[src/rtl/lsu_ctrl_pkg.sv]
// Shared types, codes and helpers for the load/store sequencer.
package lsu_ctrl_pkg;

  typedef enum logic [1:0] {
    S_IDLE = 2'd0,
    S_REQ  = 2'd1,
    S_RESP = 2'd2,
    S_DONE = 2'd3
  } state_e;

  typedef enum logic [1:0] {
    CAUSE_NONE     = 2'b00,
    CAUSE_MISALIGN = 2'b01,
    CAUSE_TIMEOUT  = 2'b10,
    CAUSE_ILLEGAL  = 2'b11
  } cause_e;

  // Load funct3 codes; store codes share the size bits [1:0] (sb/sh/sw/sd = 0..3).
  localparam logic [2:0] F3_LB  = 3'b000;
  localparam logic [2:0] F3_LH  = 3'b001;
  localparam logic [2:0] F3_LW  = 3'b010;
  localparam logic [2:0] F3_LD  = 3'b011;
  localparam logic [2:0] F3_LBU = 3'b100;
  localparam logic [2:0] F3_LHU = 3'b101;
  localparam logic [2:0] F3_LWU = 3'b110;
  localparam logic [2:0] F3_BAD = 3'b111;

  // Fields of an accepted request that outlive the IDLE cycle.
  typedef struct packed {
    logic       wen;
    logic [2:0] funct3;
    logic [2:0] off;
    logic [4:0] rd;
  } req_t;

  // Byte-enable pattern for a lane-0 access of 1/2/4/8 bytes.
  function automatic logic [7:0] wmask_base(input logic [1:0] size);
    case (size)
      2'd0:    return 8'h01;
      2'd1:    return 8'h03;
      2'd2:    return 8'h0F;
      default: return 8'hFF;
    endcase
  endfunction

  // Stores have no unsigned variants; loads reject only 111.
  function automatic logic f3_illegal(input logic wen, input logic [2:0] f3);
    return wen ? f3[2] : (f3 == F3_BAD);
  endfunction

  function automatic logic misaligned(input logic [1:0] size, input logic [2:0] off);
    case (size)
      2'd0:    return 1'b0;
      2'd1:    return off[0];
      2'd2:    return |off[1:0];
      default: return |off;
    endcase
  endfunction

endpackage

[src/rtl/lsu_ctrl_if.sv]
// Data-memory bus: request channel with valid/ready, read-data return with rvalid.
interface lsu_ctrl_if #(parameter int XLEN = 64);
  logic            mem_valid;
  logic            mem_ready;
  logic [XLEN-1:0] mem_addr;
  logic            mem_wen;
  logic [XLEN-1:0] mem_wdata;
  logic [7:0]      mem_wmask;
  logic            mem_rvalid;
  logic [XLEN-1:0] mem_rdata;

  modport master (
    output mem_valid, mem_addr, mem_wen, mem_wdata, mem_wmask,
    input  mem_ready, mem_rvalid, mem_rdata
  );

  modport slave (
    input  mem_valid, mem_addr, mem_wen, mem_wdata, mem_wmask,
    output mem_ready, mem_rvalid, mem_rdata
  );
endinterface

[src/rtl/lsu_load_fmt.sv]
// Load formatter: pick the addressed bytes out of the doubleword and extend.
module lsu_load_fmt
  import lsu_ctrl_pkg::*;
#(
  parameter int XLEN = 64
) (
  input  logic [XLEN-1:0] rdata,
  input  logic [2:0]      off,
  input  logic [2:0]      funct3,
  output logic [XLEN-1:0] wb_data
);

  logic [XLEN-1:0] raw;

  assign raw = rdata >> {off, 3'b000};

  // Truncate to the access size, then sign- or zero-extend.
  always_comb begin
    wb_data = raw;
    case (funct3)
      F3_LB:   wb_data = {{(XLEN-8){raw[7]}}, raw[7:0]};
      F3_LH:   wb_data = {{(XLEN-16){raw[15]}}, raw[15:0]};
      F3_LW:   wb_data = {{(XLEN-32){raw[31]}}, raw[31:0]};
      F3_LBU:  wb_data = {{(XLEN-8){1'b0}}, raw[7:0]};
      F3_LHU:  wb_data = {{(XLEN-16){1'b0}}, raw[15:0]};
      F3_LWU:  wb_data = {{(XLEN-32){1'b0}}, raw[31:0]};
      default: wb_data = raw;
    endcase
  end

endmodule

[src/rtl/lsu_ctrl.sv]
// Load/store sequencer: validate, align, run the bus handshake, format loads.
module lsu_ctrl
  import lsu_ctrl_pkg::*;
#(
  parameter int XLEN    = 64,
  parameter int TIMEOUT = 256
) (
  input  logic            clk,
  input  logic            rst_n,
  input  logic            req_valid,
  output logic            req_ready,
  input  logic            req_wen,
  input  logic [2:0]      req_funct3,
  input  logic [XLEN-1:0] req_addr,
  input  logic [XLEN-1:0] req_wdata,
  input  logic [4:0]      req_rd,
  output logic            stall,
  lsu_ctrl_if.master      mem,
  output logic            wb_valid,
  output logic [4:0]      wb_waddr,
  output logic [XLEN-1:0] wb_wdata,
  output logic            done,
  output logic            err_valid,
  output logic [1:0]      err_cause
);

  // One spare bit so the counter never wraps past the abort threshold.
  localparam int CW = $clog2(TIMEOUT) + 1;

  state_e          state_q, state_d;
  req_t            req_q, req_d;
  logic [XLEN-1:0] addr_q, addr_d;
  logic [XLEN-1:0] wdata_q, wdata_d;
  logic [XLEN-1:0] rdata_q, rdata_d;
  logic [7:0]      wmask_q, wmask_d;
  cause_e          cause_q, cause_d;
  logic [CW-1:0]   cnt_q, cnt_d;
  logic            rdy_q, rdy_d;
  logic [2:0]      off;
  logic [1:0]      size;
  logic            tmo;

  assign off  = req_addr[2:0];
  assign size = req_funct3[1:0];
  assign tmo  = (cnt_q >= CW'(TIMEOUT - 1));

  // Next-state and datapath capture; the awaited bus event always beats the timeout.
  always_comb begin
    state_d = state_q;
    req_d   = req_q;
    addr_d  = addr_q;
    wdata_d = wdata_q;
    rdata_d = rdata_q;
    wmask_d = wmask_q;
    cause_d = cause_q;
    cnt_d   = cnt_q;
    rdy_d   = 1'b1;
    case (state_q)
      S_IDLE: begin
        if (req_valid && rdy_q) begin
          req_d.wen    = req_wen;
          req_d.funct3 = req_funct3;
          req_d.off    = off;
          req_d.rd     = req_rd;
          addr_d       = {req_addr[XLEN-1:3], 3'b000};
          wdata_d      = req_wdata << {off, 3'b000};
          wmask_d      = wmask_base(size) << off;
          cnt_d        = '0;
          cause_d      = CAUSE_NONE;
          if (f3_illegal(req_wen, req_funct3)) begin
            cause_d = CAUSE_ILLEGAL;
            state_d = S_DONE;
          end else if (misaligned(size, off)) begin
            cause_d = CAUSE_MISALIGN;
            state_d = S_DONE;
          end else begin
            state_d = S_REQ;
          end
        end
      end
      S_REQ: begin
        cnt_d = cnt_q + CW'(1);
        if (mem.mem_ready) begin
          state_d = req_q.wen ? S_DONE : S_RESP;
        end else if (tmo) begin
          cause_d = CAUSE_TIMEOUT;
          state_d = S_DONE;
        end
      end
      S_RESP: begin
        cnt_d = cnt_q + CW'(1);
        if (mem.mem_rvalid) begin
          rdata_d = mem.mem_rdata;
          state_d = S_DONE;
        end else if (tmo) begin
          cause_d = CAUSE_TIMEOUT;
          state_d = S_DONE;
        end
      end
      default: state_d = S_IDLE;
    endcase
  end

  // State and captured-request registers; reset aborts any op in flight.
  always_ff @(posedge clk or negedge rst_n) begin
    if (!rst_n) begin
      state_q <= S_IDLE;
      req_q   <= '0;
      addr_q  <= '0;
      wdata_q <= '0;
      rdata_q <= '0;
      wmask_q <= '0;
      cause_q <= CAUSE_NONE;
      cnt_q   <= '0;
      rdy_q   <= 1'b0;
    end else begin
      state_q <= state_d;
      req_q   <= req_d;
      addr_q  <= addr_d;
      wdata_q <= wdata_d;
      rdata_q <= rdata_d;
      wmask_q <= wmask_d;
      cause_q <= cause_d;
      cnt_q   <= cnt_d;
      rdy_q   <= rdy_d;
    end
  end

  lsu_load_fmt #(.XLEN(XLEN)) u_fmt (
    .rdata   (rdata_q),
    .off     (req_q.off),
    .funct3  (req_q.funct3),
    .wb_data (wb_wdata)
  );

  assign req_ready     = rdy_q && (state_q == S_IDLE);
  assign stall         = ((state_q == S_IDLE) && req_valid) ||
                         (state_q == S_REQ) || (state_q == S_RESP);
  assign mem.mem_valid = (state_q == S_REQ);
  assign mem.mem_addr  = addr_q;
  assign mem.mem_wen   = req_q.wen;
  assign mem.mem_wdata = wdata_q;
  assign mem.mem_wmask = wmask_q;
  assign done          = (state_q == S_DONE);
  assign err_valid     = done && (cause_q != CAUSE_NONE);
  assign err_cause     = cause_q;
  assign wb_valid      = done && !req_q.wen && (cause_q == CAUSE_NONE) && (req_q.rd != 5'd0);
  assign wb_waddr      = req_q.rd;

endmodule
[src/flat_wrapper.sv]
// flat-port wrapper written by rule: the top's interface ports become plain ports
module lsu_ctrl_flat import lsu_ctrl_pkg::*;
#(
  parameter int XLEN    = 64,
  parameter int TIMEOUT = 256
)
  (clk, rst_n, req_valid, req_ready, req_wen, req_funct3, req_addr, req_wdata, req_rd, stall, wb_valid, wb_waddr, wb_wdata, done, err_valid, err_cause, mem_mem_valid, mem_mem_addr, mem_mem_wen, mem_mem_wdata, mem_mem_wmask, mem_mem_ready, mem_mem_rvalid, mem_mem_rdata);
  lsu_ctrl_if #(.XLEN(XLEN)) mem_i ();
  input  logic clk;
  input  logic rst_n;
  input  logic req_valid;
  output logic req_ready;
  input  logic req_wen;
  input  logic [2:0] req_funct3;
  input  logic [XLEN-1:0] req_addr;
  input  logic [XLEN-1:0] req_wdata;
  input  logic [4:0] req_rd;
  output logic stall;
  output logic wb_valid;
  output logic [4:0] wb_waddr;
  output logic [XLEN-1:0] wb_wdata;
  output logic done;
  output logic err_valid;
  output logic [1:0] err_cause;
  output wire logic [$bits(mem_i.mem_valid)-1:0] mem_mem_valid;
  output wire logic [$bits(mem_i.mem_addr)-1:0] mem_mem_addr;
  output wire logic [$bits(mem_i.mem_wen)-1:0] mem_mem_wen;
  output wire logic [$bits(mem_i.mem_wdata)-1:0] mem_mem_wdata;
  output wire logic [$bits(mem_i.mem_wmask)-1:0] mem_mem_wmask;
  input wire logic [$bits(mem_i.mem_ready)-1:0] mem_mem_ready;
  input wire logic [$bits(mem_i.mem_rvalid)-1:0] mem_mem_rvalid;
  input wire logic [$bits(mem_i.mem_rdata)-1:0] mem_mem_rdata;
  assign mem_mem_valid = mem_i.mem_valid;
  assign mem_mem_addr = mem_i.mem_addr;
  assign mem_mem_wen = mem_i.mem_wen;
  assign mem_mem_wdata = mem_i.mem_wdata;
  assign mem_mem_wmask = mem_i.mem_wmask;
  assign mem_i.mem_ready = mem_mem_ready;
  assign mem_i.mem_rvalid = mem_mem_rvalid;
  assign mem_i.mem_rdata = mem_mem_rdata;
  lsu_ctrl #(.XLEN(XLEN), .TIMEOUT(TIMEOUT)) u_core (.clk(clk), .rst_n(rst_n), .req_valid(req_valid), .req_ready(req_ready), .req_wen(req_wen), .req_funct3(req_funct3), .req_addr(req_addr), .req_wdata(req_wdata), .req_rd(req_rd), .stall(stall), .mem(mem_i), .wb_valid(wb_valid), .wb_waddr(wb_waddr), .wb_wdata(wb_wdata), .done(done), .err_valid(err_valid), .err_cause(err_cause));
endmodule
[config.mk]
export PLATFORM = sky130hd
export DESIGN_NAME = lsu_ctrl_flat
export DESIGN_NICKNAME = d
export VERILOG_FILES = /design/src/rtl/lsu_ctrl_pkg.sv /design/src/rtl/lsu_ctrl_if.sv /design/src/rtl/lsu_load_fmt.sv /design/src/rtl/lsu_ctrl.sv /design/src/flat_wrapper.sv
export SDC_FILE = /design/constraint.sdc
export NUM_CORES = 1
export LEC_CHECK = 0
export BUFFER_PORTS_ARGS = -buffer_cell sky130_fd_sc_hd__buf_2
export CAP_MARGIN = 30
export CORE_MARGIN = 2
export CORE_UTILIZATION = 40
export DETAILED_ROUTE_END_ITERATION = 6
export GPL_TIMING_DRIVEN = 0
export PLACE_DENSITY = 0.66
export SKIP_CTS_REPAIR_TIMING = 1
export SYNTH_ARGS = -nofsm -noshare
export SYNTH_HDL_FRONTEND = slang
export SYNTH_SLANG_ARGS = --single-unit
[constraint.sdc]
create_clock -name clk -period 5.8 [get_ports clk]
set_input_delay 1.16 -clock clk [delete_from_list [all_inputs] [get_ports clk]]
set_output_delay 1.16 -clock clk [all_outputs]
set_load 0.01 [all_outputs]
==> results.md, run 1 <==
- Power Total: 0.009652 W
- Worst Max-Slew Pin Slew: 967.0 ps
- Avg Inst Size Synth: 11.20 µm²
- Async SR Flop Fraction: 100.0%
- Max-cap violations: 0
- Most frequently used flop master after synthesis: dfrtp_1
- Fin. max-slew vios: 0
- Placed cell areas: 0.01492 mm²
- Starting Density: 40.37%
- Hold WC Path Type: reg -> reg
- Total grt overflow: 0
- Vias: 11,104
- Root Buffer: clkbuf_16
- First-pass GRT wire length: 64,540 µm
- Status: complete, no violations
- Final setup viols: 0
- WS Path Type: reg -> out
- Tot GR Track Use: 26.72%
- Number of global-route vias before repair: 10,762
- Flop and latch count out of synthesis: 223
- CP Max Fanout: 10
- DR WL/cell: 22.78 µm
- DRT antenna net count: 0
- Final period utilization: 72.92%
- Largest net degree at the start of global routing: 106
- Cell Pwr Density: 611.1 mW/mm²
- H-tree depth: 1
- Setup TNS: 0 ps
- Cell Rows: 64
- Synth warnings: 0
- Initial DRC count: 822
- Synth cell types: 54
- Hold Path Depth: 1
- Worst setup SP type: flip-flop
- Worst IR Drop VDD: 258.4 µV
- DR vias/cell: 5.677
- Input/output buffers: 412
- CP required: 4640 ps
- Clk buf depth: 3
- EDFF count, synth: 0
- Final routed DRC violation total: 0
- Post-synthesis sequential area ratio: 45.43%
- Signal arrival time at the worst endpoint: 3070 ps
- Tmin final: 4230 ps
- Ports: 420
- Num Clock Sinks: 223
- Number of CTS-inserted buffers: 26
- Reg2Reg Depth: 9
- Die X-Extent: 179.2 µm
- Max_slew headroom: 35.54%
- Hold slack: 475.3 ps
- Final hold viol count: 0
- Synth Instances: 1,097
- Pre-antenna DRT Iters: 5
- Die Height: 179.2 µm
- Final #Nets: 1,755
- Core area: 0.03043 mm²
- RePlAce Congestion: 0.9464
- DIE AREA: 0.03213 mm²
- Clock skew: 12.42 ps
- Most frequent cells in the layout: buf_2, dfrtp_1, nand2_1
- WL final: 44,560 µm
- Post-route cell area: 0.01579 mm²
- CTS tree: built
- Antenna Cells: 0
- CP Capture Type: output pin
- Initial antenna violation count: 1
- Fillers: 2,786
- Max Freq: 236.4 MHz
- Leak: 7.771 nW
- Commonest non-fill, non-tap cell in the layout: buf_2
- RSZ-0062 raised after global routing: false
- CTS clk-pin slew, worst paths: 60 ps
- Area Overhead vs Synth: 28.57%
- Layout cell share with drive strength beyond 1: 43.40%
- Clk Latency, worst-skew pair: 540 ps
- DP Wirelength: 34,070 µm
- Synthesized cell area: 0.01228 mm²
==> cell type report <==
class                      count  area (µm²)  area share, %
clock buffer                  36       739.5          4.682
inverter                      12       45.04         0.2852
buffer                       100       450.4          2.852
tap                          396       495.5          3.137
clock inverter                10       135.1         0.8556
multi-input combinational    764        6216          39.36
sequential                   223        5580          35.33
timing repair buffer         415        2132          13.50
==> worst max-delay path, stage by stage (launching register included) <==
cell and delay, ps:
dfrtp_1 380, buf_4 190, buf_2 330, buf_2 370, buf_2 410, mux2i_1 480
mux2_2 250, buf_2 130
==> Yosys cell counts (all sizes together), types with 3 or more instances <==
cell	number	area (µm²)
dfrtp	223	5580
nand2	154	578.1
mux2	144	1622
mux2i	116	1161
o21ai	86	430.4
clkbuf	60	225.2
buf	40	225.2
mux4	40	900.9
nor2	29	108.9
nand3	27	135.1
a22o	19	166.4
nor2b	18	112.6
o2bb2ai	16	140.1
a21oi	12	60.06
inv	12	45.05
o211ai	10	75.07
a32oi	9	86.34
a31oi	8	50.05
a32o	8	80.08
nor3	8	40.04
and3	7	43.79
ha	7	87.58
o31ai	6	45.04
nand2b	4	25.02
and2	3	18.77
and4	3	26.28
==> state kept, by name (all words and copies together) (netlist names) <==
name and count:
u_core.mem.mem_wdata 64, u_core.rdata_q 64, u_core.mem.mem_addr 61, u_core.cnt_q 9, u_core.mem.mem_wmask 8, u_core.req_q 6, u_core.wb_waddr 5, u_core.err_cause 2
u_core.state_q 2, u_core.mem.mem_wen 1, u_core.rdy_q 1
==> power breakdown <==
| group | switching (W) | total (W) | internal (W) |
|---|---|---|---|
| clock | 0.000666 | 0.00169 | 0.00102 |
| sequential | 0.000644 | 0.00293 | 0.00229 |
| combinational | 0.00273 | 0.00503 | 0.00231 |
==> layer usage <==
metal,global-route usage [%],routed length (µm),vias up
li1,-,-,4857
met1,34.15,17340,5480
met2,44.49,21210,656
met3,5.492,4143,109
met4,10.32,1851,2
met5,0,11,-
==> cell families after synthesis <==
group                    Yosys count  share of synthesized area (%)
AO/OA/AOI/OAI                    189                          10.23
adder cells (fa/ha/maj)            7                         0.7129
buffers and inverters            112                          4.034
flip-flops                       223                          45.43
multiplexers                     300                          29.99
other                              2                        0.06114
AND/OR/NAND/NOR                  264                          9.554
==> metrics by stage <==
step / std cells / utilization [%] / setup WS, ps
floorplan: 1099 / - / 2670
global placement: 1907 / 48.80 / -442.5
detailed placement: 1910 / 49.03 / 2148
CTS: 1956 / 51.90 / 1607
global route: 1956 / 51.90 / 1502
finish: 1956 / 51.90 / 1570
==> path summary, 6_finish.rpt <==
path	slack, ps	startpoint	to
setup reg to reg	2510	u_core.state_q[1]$_DFFE_PN0P_	u_core.mem.mem_wdata[50]$_DFFE_PN0P_
min in group asynchronous	520	rst_n	u_core.mem.mem_addr[46]$_DFFE_PN0P_
hold reg to reg	480	u_core.mem.mem_wmask[0]$_DFFE_PN0P_	u_core.mem.mem_wmask[0]$_DFFE_PN0P_
max in group asynchronous	4380	rst_n	u_core.mem.mem_addr[20]$_DFFE_PN0P_
setup / recovery	1570	u_core.req_q[6]$_DFFE_PN0P_	wb_wdata[3]
hold / removal	480	u_core.mem.mem_wmask[0]$_DFFE_PN0P_	u_core.mem.mem_wmask[0]$_DFFE_PN0P_
No activity file was read; power rests on OpenSTA's default activity.
==> run 2: changes to the inputs <==
clock period = 4.1 ns   (was 5.8 ns; I/O delays follow)
==> results.md, run 2 (synthesis results as in run 1) <==
- Max Freq: 257.8 MHz
- Setup TNS: 0 ps (unchanged)
- Clk buf depth: 3 (unchanged)
- Reg2Reg Depth: 9 (unchanged)
- Final #Nets: 1,755 (unchanged)
- Critical-path cell list: buf_4 > buf_2 > buf_2 > buf_2 > mux2i_1 > mux2_2 > buf_2
- Ports: 420 (unchanged)
- Commonest non-fill, non-tap cell in the layout: buf_2
- Layout cell share with drive strength beyond 1: 43.40% (unchanged)
- DRT antenna net count: 0 (unchanged)
- Number of global-route vias before repair: 10,754 (-0.074%)
- Tmin final: 3880 ps
- DR vias/cell: 5.638 (-0.68%)
- Final hold viol count: 0 (unchanged)
- DP Wirelength: 34,070 µm (unchanged)
- Number of CTS-inserted buffers: 26 (unchanged)
- CP Capture Type: output pin
- Reg-to-Reg End: u_core.mem.mem_wdata[50]$_DFFE_PN0P_
- Clk Latency, worst-skew pair: 540 ps (about the same)
- CTS clk-pin slew, worst paths: 60 ps (about the same)
- Root Buffer: clkbuf_16
- Hold WC Path Type: in -> async
- Signal arrival time at the worst endpoint: 3060 ps (about the same)
- RSZ-0062 raised after global routing: false
- Die Height: 179.2 µm (unchanged)
- Reg2Reg Launch Point: u_core.state_q[1]$_DFFE_PN0P_
- Final WS setup: 220.4 ps (-1350 ps)
- Final routed DRC violation total: 0 (unchanged)
- Antenna Cells: 0 (unchanged)
- Most frequent cells in the layout: buf_2, dfrtp_1, nand2_1
- CP required: 3280 ps (-1360 ps)
- Status: complete, no violations
- Final period utilization: 94.62%
- Critical Path Max Stage Delay: 460 ps (-20 ps)
- Initial DRC count: 798 (-2.9%)
- Crit. path cell count: 7 (unchanged)
- Pre-antenna DRT Iters: 5 (unchanged)
- Slowest-stage cell, CP: mux2i_1
- DR WL/cell: 22.73 µm (-0.20%)
- RePlAce Congestion: 0.9464 (unchanged)
- H-tree depth: 1 (unchanged)
- CP Max Fanout: 10 (unchanged)
- Worst IR Drop VDD: 364.7 µV (+41%)
- Worst Max-Slew Pin Slew: 963.5 ps (-3.496 ps)
- Power Total: 0.01365 W (+41%)
- Max_slew headroom: 35.77% (+0.23 points)
- Multi-input gate area: 0.006216 mm² (unchanged)
- Fillers: 2,786 (unchanged)
- Total grt overflow: 0 (unchanged)
- Vias: 11,028 (-0.68%)
- WL final: 44,470 µm (-0.20%)
- Starting Density: 40.37% (unchanged)
- Critical Path Most Common Cell: buf_2
- FF+latch area: 0.005580 mm² (unchanged)
- Area Overhead vs Synth: 28.57% (unchanged)
- Cells after DPL: 1,910 (unchanged)
- Cell Pwr Density: 864.0 mW/mm² (+41%)
- WS Path Type: reg -> out
- Num Clock Sinks: 223 (unchanged)
- Max-cap violations: 0 (unchanged)
- Input/output buffers: 412 (unchanged)
- Leak: 7.771 nW (unchanged)
- Dpl ws: 788.4 ps (-1360 ps)
- Crit path buffers/inverters: 5 (unchanged)
- Clock skew: 12.40 ps (-0.02690 ps)
- CP top delay family: buffers and inverters
- First-pass GRT wire length: 64,460 µm (-0.13%)
- CTS tree: built
- Largest net degree at the start of global routing: 106 (unchanged)
- Initial antenna violation count: 1 (unchanged)
- Worst setup SP type: flip-flop
- Die X-Extent: 179.2 µm (unchanged)
- Final setup viols: 0 (unchanged)
- Fin. max-slew vios: 0 (unchanged)
- Final instance count without filler cells: 1,956 (unchanged)
- Tot GR Track Use: 26.68% (-0.037 points)
- R2r setup slk: 810 ps (-1700 ps)
- DIE AREA: 0.03213 mm² (unchanged)
- Core area: 0.03043 mm² (unchanged)
- Cell Rows: 64 (unchanged)
==> run 2: cell counts in the layout (fill, tap and decap cells not counted) <==
Identical to the previous run, type by type.
==> run 2: where the power goes <==
group          internal (W)  switching (W)
clock network       0.00144       0.000941
registers           0.00324       0.000910
logic               0.00326        0.00385
total               0.00795        0.00570
==> run 2: worst max-delay path by stage <==
stage / slack (ps) / end / start
6_report: 220 / wb_wdata[3] / u_core.req_q[6]$_DFFE_PN0P_
4_1_cts: 250 / wb_wdata[3] / u_core.req_q[6]$_DFFE_PN0P_
3_5_place_dp: 790 / u_core.mem.mem_wdata[50]$_DFFE_PN0P_ / req_valid
5_1_grt: 140 / wb_wdata[14] / u_core.req_q[7]$_DFFE_PN0P_
3_3_place_gp: -1800 / u_core.mem.mem_addr[21]$_DFFE_PN0P_ / rst_n
2_1_floorplan: 1310 / wb_wdata[33] / u_core.req_q[5]$_DFFE_PN0P_
==> run 2: final cells by class <==
class                      count  share of cell area (%)
buffer                       100                   2.852
sequential                   223                   35.33
tap                          396                   3.137
clock inverter                10                  0.8556
multi-input combinational    764                   39.36
timing repair buffer         415                   13.50
inverter                      12                  0.2852
clock buffer                  36                   4.682
==> run 2: worst register-to-register path, delay by kind of cell (launching register included) <==
family                     cells  cell delay [ps]
buffers and inverters          5             1940
and+or+nand+nor                2              550
adders and majority gates      1              180
AOI/OAI and AO/OA              1              110
DFF                            1              430
==> run 2: per-stage QoR <==
stage	instance area [µm²]	util [%]	hold WS (ps)
after CTS	15790	51.90	194.4
after global placement	14850	48.80	458.2
final	15790	51.90	182.9
after floorplan	12290	-	472.1
after global routing	15790	51.90	210.2
after detailed placement	14920	49.03	464.8
==> run 2: routing by layer <==
metal | wire length (µm) | part of all wire (%) | vias up | global-route usage [%]
met5 | 11 | 0.025 | - | 0
met4 | 1834 | 4.1 | 2 | 10.32
met3 | 4031 | 9.1 | 108 | 5.322
met2 | 21200 | 48 | 669 | 44.48
met1 | 17390 | 39 | 5393 | 34.16
li1 | - | - | 4856 | -
==> run 3: changes to the inputs <==
CTS_CLUSTER_SIZE = 28   (was not set)
REMOVE_ABC_BUFFERS = 1   (was not set)
clock period = 4.4 ns   (was 4.1 ns; I/O delays follow)
==> results.md, run 3 (synthesis results as in run 1) <==
- Number of CTS-inserted buffers: 28 (+7.7%)
- Root Buffer: clkbuf_16
- Final period utilization: 95.92%
- Switching Share: 39.61% (-2.2 points)
- Number of global-route vias before repair: 10,323 (-4.0%)
- Setup TNS: 0 ps (unchanged)
- Final setup viols: 0 (unchanged)
- Worst Max-Slew Pin Slew: 947.3 ps (-16.15 ps)
- CP required: 3520 ps (+240 ps)
- Worst setup SP type: flip-flop
- Critical-path cell list: buf_12 > mux2_2 > mux4_2 > a32oi_2 > nand2_1 > buf_2
- Initial antenna violation count: 4 (+3)
- Worst IR Drop VDD: 492.6 µV (+35%)
- Max_slew headroom: 36.84% (+1.1 points)
- Post-route cell area: 0.01584 mm² (+0.27%)
- Layout cell share with drive strength beyond 1: 45.55% (+2.1 points)
- Placed cell areas: 0.01476 mm² (-1.1%)
- Die Height: 179.2 µm (unchanged)
- Slowest-stage cell, CP: dfrtp_4
- Vias: 10,306 (-6.5%)
- Max Freq: 236.9 MHz
- Starting Density: 40.37% (unchanged)
- CP Capture Type: output pin
- WS Path Type: reg -> out
- H-tree depth: 1 (unchanged)
- Initial DRC count: 624 (-22%)
- DR vias/cell: 5.467 (-3.0%)
- Clock power share: 19.9% (+2.4 points)
- CTS clk-pin slew, worst paths: 60 ps (about the same)
- Clk buf depth: 3 (unchanged)
- Area Overhead vs Synth: 28.92%
- Max-cap violations: 0 (unchanged)
- Core area: 0.03043 mm² (unchanged)
- Sequential fraction of design power: 30.0% (-0.4 points)
- Commonest non-fill, non-tap cell in the layout: buf_2
- First-pass GRT wire length: 58,150 µm (-9.8%)
- Final hold viol count: 0 (unchanged)
- DR WL/cell: 20.65 µm (-9.2%)
- Tot GR Track Use: 23.29% (-3.4 points)
- Input/output buffers: 416 (+0.97%)
- Clk Latency, worst-skew pair: 540 ps (about the same)
- DP Wirelength: 27,770 µm (-18%)
- Clock skew: 10.61 ps (-1.790 ps)
- Final WS setup: 179.5 ps (-40.95 ps)
- CP Max Fanout: 36 (+26)
- Total grt overflow: 0 (unchanged)
- Hold WC Path Type: in -> async
- Final routed DRC violation total: 0 (unchanged)
- Hold slack: 291.9 ps (+109.0 ps)
- DIE AREA: 0.03213 mm² (unchanged)
- Fin. max-slew vios: 0 (unchanged)
- Fillers: 2,732 (-1.9%)
- Dpl ws: 361.5 ps (-426.9 ps)
- Critical Path Max Stage Delay: 620 ps (+160 ps)
- Num Clock Sinks: 223 (unchanged)
- RePlAce Congestion: 0.8706 (-8.0%)
- Pre-antenna DRT Iters: 5 (unchanged)
- Internal: 0.007734 W (-2.7%)
- Cell Pwr Density: 808.7 mW/mm² (-6.4%)
- Cell Rows: 64 (unchanged)
- WL final: 38,930 µm (-12%)
- Final #Nets: 1,675 (-4.6%)
- R2r setup slk: 960 ps (+150 ps)
- Leak: 7.768 nW (about the same)
- Largest net degree at the start of global routing: 85 (-20%)
- Combinational cell fraction of total power: 50.1% (-2.0 points)
- P_sw: 0.005073 W (-11%)
- DRT antenna net count: 0 (unchanged)
- Die X-Extent: 179.2 µm (unchanged)
- Ports: 420 (unchanged)
- RSZ-0062 raised after global routing: false
- Tmin final: 4221 ps
- Most frequent cells in the layout: buf_2, dfrtp_1, nand2_1
- CTS tree: built
- Signal arrival time at the worst endpoint: 3340 ps (+280 ps)
- Status: complete, no violations
-- run 3: cell count changes in the layout (fill, tap and decap cells not counted), sizes merged --
cell and delta:
a32oi +1, buf -23, bufinv +4, clkbuf -57, clkinv -2, clkinvlp -1
diode +7
-- run 3: worst paths after layout --
path / startpoint / endpoint / cells after the start
max reg2reg: u_core.state_q[1]$_DFFE_PN0P_ / u_core.mem.mem_wdata[0]$_DFFE_PN0P_ / 7
max in group asynchronous: rst_n / u_core.mem.mem_addr[54]$_DFFE_PN0P_ / 2
max: u_core.req_q[6]$_DFFE_PN0P_ / wb_wdata[31] / 6
min reg2reg: u_core.mem.mem_wdata[62]$_DFFE_PN0P_ / u_core.mem.mem_wdata[62]$_DFFE_PN0P_ / 2
min in group clk: u_core.mem.mem_wdata[62]$_DFFE_PN0P_ / u_core.mem.mem_wdata[62]$_DFFE_PN0P_ / 2
min: rst_n / u_core.rdata_q[0]$_DFFE_PN0P_ / 1
-- run 3: final cells by class --
cell class / instances / area (µm²) / area share [%]
sequential: 223 / 5589 / 35.29
clock inverter: 11 / 230.2 / 1.454
inverter: 12 / 45.04 / 0.2844
tap: 396 / 495.5 / 3.129
timing repair buffer: 432 / 2402 / 15.17
clock buffer: 39 / 793.3 / 5.009
antenna: 7 / 17.52 / 0.1106
multi-input combinational: 765 / 6264 / 39.55
-- run 3: power groups by stage --
stage	combinational, W	sequential, W	clock, W
floorplan	0.00345	0.00411	0
global placement	0.00606	0.00403	0
detailed placement	0.00635	0.00384	0
CTS	0.00637	0.00383	0.00260
global route	0.00699	0.00398	0.00269
finish	0.00642	0.00384	0.00255
-- run 3: worst max-delay path, delay by kind of cell, from the launching register on --
kind / cells / cell delay (ps)
and+or+nand+nor: 1 / 170
DFF: 1 / 620
AOI/OAI and AO/OA: 1 / 590
muxes: 2 / 920
buffers and inverters: 2 / 480
-- run 3: stage by stage --
stage               total power (W)  instances  utilization, %
CTS                         0.01280       1875           51.87
floorplan                  0.007555        999               -
finish                      0.01281       1885           52.04
detailed placement          0.01019       1825           48.50
global placement            0.01009       1811           47.38
global route                0.01367       1880           52.00
-- run 3: routing by layer --
metal  global-route usage (%)  vias up  part of all wire [%]
met5                        0        -                 0.033
met4                    9.207        2                   3.7
met3                    6.785       78                   9.5
met2                    40.07      438                    49
met1                    27.28     5064                    38
li1                         -     4724                     -
